===== src/rtl/alu_pkg.sv =====
// rtl/alu_pkg.sv - opcode encodings and constants shared by the ALU files
package alu_pkg;

  typedef enum logic [3:0] {
    OP_ADD  = 4'h0,
    OP_SUB  = 4'h1,
    OP_MUL  = 4'h2,
    OP_DIV  = 4'h3,
    OP_SHL  = 4'h4,
    OP_SHR  = 4'h5,
    OP_ROL  = 4'h6,
    OP_ROR  = 4'h7,
    OP_AND  = 4'h8,
    OP_OR   = 4'h9,
    OP_XOR  = 4'hA,
    OP_NOR  = 4'hB,
    OP_NAND = 4'hC,
    OP_XNOR = 4'hD,
    OP_GT   = 4'hE,
    OP_EQ   = 4'hF
  } opcode_e;

  localparam logic [7:0] DIV0_RESULT = 8'hFF;

endpackage


===== src/rtl/alu_comb_core.sv =====
// rtl/alu_comb_core.sv - combinational next-result and next-carry for every opcode
module alu_comb_core
  import alu_pkg::*;
#(
  parameter int WIDTH = 8
) (
  input  logic [WIDTH-1:0] a_i,
  input  logic [WIDTH-1:0] b_i,
  input  opcode_e          op_i,
  output logic [WIDTH-1:0] result_o,
  output logic             carry_o
);

  logic [WIDTH:0]     sum;
  logic [WIDTH:0]     diff;
  logic [2*WIDTH-1:0] prod;

  // One extra bit on sum/diff holds the carry-out and the borrow respectively.
  assign sum  = {1'b0, a_i} + {1'b0, b_i};
  assign diff = {1'b0, a_i} - {1'b0, b_i};
  assign prod = {{WIDTH{1'b0}}, a_i} * {{WIDTH{1'b0}}, b_i};

  always_comb begin
    result_o = '0;
    carry_o  = 1'b0;
    case (op_i)
      OP_ADD: {carry_o, result_o} = sum;
      OP_SUB: {carry_o, result_o} = diff;
      OP_MUL: begin
        result_o = prod[WIDTH-1:0];
        carry_o  = |prod[2*WIDTH-1:WIDTH];
      end
      OP_DIV: begin
        if (b_i == '0) begin
          result_o = WIDTH'(DIV0_RESULT);
          carry_o  = 1'b1;
        end else begin
          result_o = a_i / b_i;
        end
      end
      OP_SHL: {carry_o, result_o} = {a_i, 1'b0};
      OP_SHR: {result_o, carry_o} = {1'b0, a_i};
      OP_ROL: begin
        result_o = {a_i[WIDTH-2:0], a_i[WIDTH-1]};
        carry_o  = a_i[WIDTH-1];
      end
      OP_ROR: begin
        result_o = {a_i[0], a_i[WIDTH-1:1]};
        carry_o  = a_i[0];
      end
      OP_AND:  result_o = a_i & b_i;
      OP_OR:   result_o = a_i | b_i;
      OP_XOR:  result_o = a_i ^ b_i;
      OP_NOR:  result_o = ~(a_i | b_i);
      OP_NAND: result_o = ~(a_i & b_i);
      OP_XNOR: result_o = ~(a_i ^ b_i);
      OP_GT:   result_o = WIDTH'(a_i > b_i);
      OP_EQ:   result_o = WIDTH'(a_i == b_i);
      default: begin
        result_o = '0;
        carry_o  = 1'b0;
      end
    endcase
  end

endmodule


===== src/rtl/arithmetic_logic_unit.sv =====
// rtl/arithmetic_logic_unit.sv - registered 8-bit ALU: combinational core plus output flops
module arithmetic_logic_unit
  import alu_pkg::*;
#(
  parameter int WIDTH = 8
) (
  input  logic             clk,
  input  logic             rst_n,
  input  logic [WIDTH-1:0] input_a,
  input  logic [WIDTH-1:0] input_b,
  input  logic [3:0]       operation_select,
  output logic [WIDTH-1:0] result_output,
  output logic             carry_flag
);

  logic [WIDTH-1:0] result_d, result_q;
  logic             carry_d, carry_q;

  alu_comb_core #(.WIDTH(WIDTH)) u_core (
    .a_i      (input_a),
    .b_i      (input_b),
    .op_i     (opcode_e'(operation_select)),
    .result_o (result_d),
    .carry_o  (carry_d)
  );

  always_ff @(posedge clk or negedge rst_n) begin
    if (!rst_n) begin
      result_q <= '0;
      carry_q  <= 1'b0;
    end else begin
      result_q <= result_d;
      carry_q  <= carry_d;
    end
  end

  assign result_output = result_q;
  assign carry_flag    = carry_q;

endmodule


===== config.mk =====
export PLATFORM = sky130hd
export DESIGN_NAME = arithmetic_logic_unit
export DESIGN_NICKNAME = d
export VERILOG_FILES = /design/src/rtl/alu_pkg.sv /design/src/rtl/alu_comb_core.sv /design/src/rtl/arithmetic_logic_unit.sv
export SDC_FILE = /design/constraint.sdc
export NUM_CORES = 1
export LEC_CHECK = 0
export ABC_AREA = 1
export CORE_MARGIN = 4
export CORE_UTILIZATION = 45
export DETAILED_ROUTE_END_ITERATION = 10
export DONT_BUFFER_PORTS = 1
export SLEW_MARGIN = 0
export SYNTH_ARGS = -nofsm -noshare
export SYNTH_HDL_FRONTEND = slang
export SYNTH_SLANG_ARGS = --single-unit

===== constraint.sdc =====
create_clock -name clk -period 0.8 [get_ports clk]
set_clock_uncertainty 0.1 [all_clocks]
set_input_delay 0.16 -clock clk [delete_from_list [all_inputs] [get_ports clk]]
set_output_delay 0.16 -clock clk [all_outputs]
set_load 0.005 [all_outputs]

==> flow_metrics.py <==
metrics = {
    "logic_synthesis": {
        "synth_largest_area_cell": "ha_1",
        "synth_area_per_cell_um2": 6.468,
        "synth_area_leaders": "ha_1 21%, nand2_1 13%, fa_1 13%",
        "netlist_area_um2": 5834,
        "yosys.area.top_type_share_pct": 21.23,
        "ys_ff_latch": 9,
        "yosys_most_used_dff": "dfrtp_1",
        "yosysSeqAreaShare_pct": 3.860,
        "synth_edf_count": 0,
        "synthesis.nets": 1061,
        "yosysWarnings": 0,
        "synthCells": 902,
        "yosysUniqueCellTypes": 55,
        "ys_async_sr_fraction_pct": 100.0,
    },
    "final_layout": {
        "layout_common_cells": "231 x buf_4, 163 x inv_1, 154 x nand2_1",
        "fin_util_pct": 72.64,
        "finalInstanceArea_um2": 9204,
        "final_common_cell": "buf_4",
        "diodes": 0,
        "syn_to_final_growth_pct": 57.75,
        "nets": 1292,
        "drive_above_1_share_pct": 45.41,
    },
    "timing": {
        "final-setup-viol-count": 18,
        "rsz0062_at_grt": "true",
        "hold_ws_ps": -169.5,
        "max_freq_ghz": 0.1256,
        "slew_headroom_pct": 70.59,
        "finalMaxSlewViolations": 0,
        "hold_viol_final": 10,
        "worst_slack_ps": -7161,
        "finalCritPeriodShare_pct": 995.2,
        "min_period_ps": 7961,
        "worst_pin_slew_ps": 435.6,
    },
    "detailed_routing": {
        "dr.pass1.iters": 5,
        "wl_um": 23870,
        "num_vias": 7011,
        "drc": 0,
        "drt_iter0_drc": 556,
        "wl_per_cell_um": 18.31,
        "routed_via_density": 5.377,
        "antenna_left": 0,
    },
    "worst_hold_path": {
        "hold_path_class": "in2async",
    },
    "global_route": {
        "grt_max_degree": 14,
        "grt_use_met2_pct": 52.59,
        "grt_use_met3_pct": 2.553,
        "grt_busiest_layer": "met2",
        "met1_usage_pct": 40.15,
        "antenna_found_initial": 0,
        "gr-total-overflow": 0,
        "grt_pass1_vias": 6953,
        "grt.total_usage_pct": 29.90,
        "grt_pass1_wl_um": 35230,
    },
    "placement": {
        "port_buffers": 0,
        "gp_congestion": 1.015,
        "dpl_worst_slack_ps": -7283,
        "dpl_cell_area_um2": 7824,
        "dpl.hpwl_um": 16880,
    },
    "setup_path": {
        "startpoint_type": "input port",
        "cpMostUsedCell": "ha_4",
        "max_stage_delay_ps": 310,
        "crit_family": "simple AND/OR/NAND/NOR gates",
        "arrival_ps": 7980,
        "crit_fanout": 12,
        "crit_type": "in2reg",
        "cp_slowest_cell": "ha_4",
        "end_kind": "flop",
        "cp_data_required_time_ps": 820,
        "path_buf_inv": 9,
    },
    "floorplan": {
        "initial_core_util_pct": 46.05,
        "fp.dieH_um": 121.9,
        "io_pins": 31,
        "fp.dieArea_um2": 14850,
        "coreArea_um2": 12670,
        "die_w_um": 121.9,
        "rows": 41,
    },
    "clock_tree": {
        "cts_root_buffer": "clkbuf_16",
        "cts_buffers": 3,
        "cts_hold_buf": 1,
        "htree_levels": 1,
        "cts.clk_slew.worst_paths_ps": 40,
        "cts_sinks": 9,
        "cts_tree": "yes",
        "cts_buffer_depth": 2,
    },
    "power": {
        "p_per_area_nw_per_um2": 1451,
        "peakVddDrop_mv": 1.419,
        "p_leak_nw": 4.973,
    },
    "flow_run": {
        "maxCapViolCount": 0,
    },
    "run_status": {
        "failed_checks": "negative hold slack, negative setup slack",
        "outcome": "finished with violations",
    },
}
-- where the power goes --
part | switching (mW) | total (mW) | internal [mW] | leakage (nW)
combinational | 6.25 | 11.9 | 5.64 | 4.82
clock | 0.229 | 0.896 | 0.667 | 0.0382
sequential | 0.0398 | 0.573 | 0.533 | 0.111
total | 6.52 | 13.4 | 6.84 | 4.97
-- cells by family (layout without fill, tap and decap cells) --
group | Yosys count | count (layout) | synth area share [%]
adders and majority gates | 137 | 137 | 34.27
and+or+nand+nor | 360 | 361 | 28.44
DFF | 9 | 9 | 3.860
buffers and inverters | 236 | 465 | 15.87
xor gates and xnor gates | 22 | 22 | 3.303
AOI/OAI and AO/OA | 138 | 138 | 14.26
-- metal layers --
metal / up-vias / part of all wire (%)
met5: - / 0
met4: 0 / 2.7
met3: 50 / 5.1
met2: 246 / 50
met1: 3390 / 42
li1: 3325 / -
-- layout make-up --
type	instances	area, um^2
Multi-Input combinational cell	658	5932
Fill cell	986	3467
Timing Repair Buffer	247	1924
Inverter	214	828.3
Sequential cell	9	225.2
Tap cell	172	215.2
Clock buffer	4	78.83
-- Yosys cell counts (4+ instances only) --
library cell,instances
o22ai_1,10
inv_1,194
and2_1,7
nand3_1,50
fa_1,38
xor2_1,15
o21bai_1,4
nor2_2,4
xnor2_1,7
o2111ai_1,5
dfrtp_1,9
nand2_1,206
nor2_1,42
nand2_2,5
clkbuf_1,11
or2_2,7
a21oi_1,51
inv_2,19
o21ai_1,11
nor3_1,7
o21ai_0,29
ha_1,99
nand3_2,9
buf_2,6
nand4_1,8
-- path summary, 6_finish.rpt --
kind                                     to  slack, ps       start  cells after the start
max in group asynchronous  result_output[5]        460       rst_n                      1
min in group clk           result_output[1]        -20  input_a[2]                      2
max                        result_output[0]      -7160  input_b[0]                     57
min                        result_output[4]       -170       rst_n                      1
-- registers in the layout, indices dropped and copies added, names as in the netlist --
| signal | cells |
|---|---|
| carry_flag | 1 |
| result_output | 8 |
-- what timing repair did --
| item | in CTS | in global routing |
|---|---|---|
| cloned | 1 | 0 |
| buffers inserted | 27 | 22 |
| pin swaps | 108 | 86 |
| gates resized for setup | 120 | 77 |
| endpoints found under the setup margin | 18 | 27 |
| endpoints found under the hold margin | 10 | 9 |
-- metrics by stage --
step | cells | setup TNS [ps] | total power, mW
floorplan | 902 | -34660 | 6.835
global placement | 1250 | -37280 | 9.546
detailed placement | 1250 | -38750 | 9.883
CTS | 1282 | -34990 | 12.22
global route | 1304 | -39190 | 14.47
finish | 1304 | -37370 | 13.36
Power figures use the tool's default switching activity.
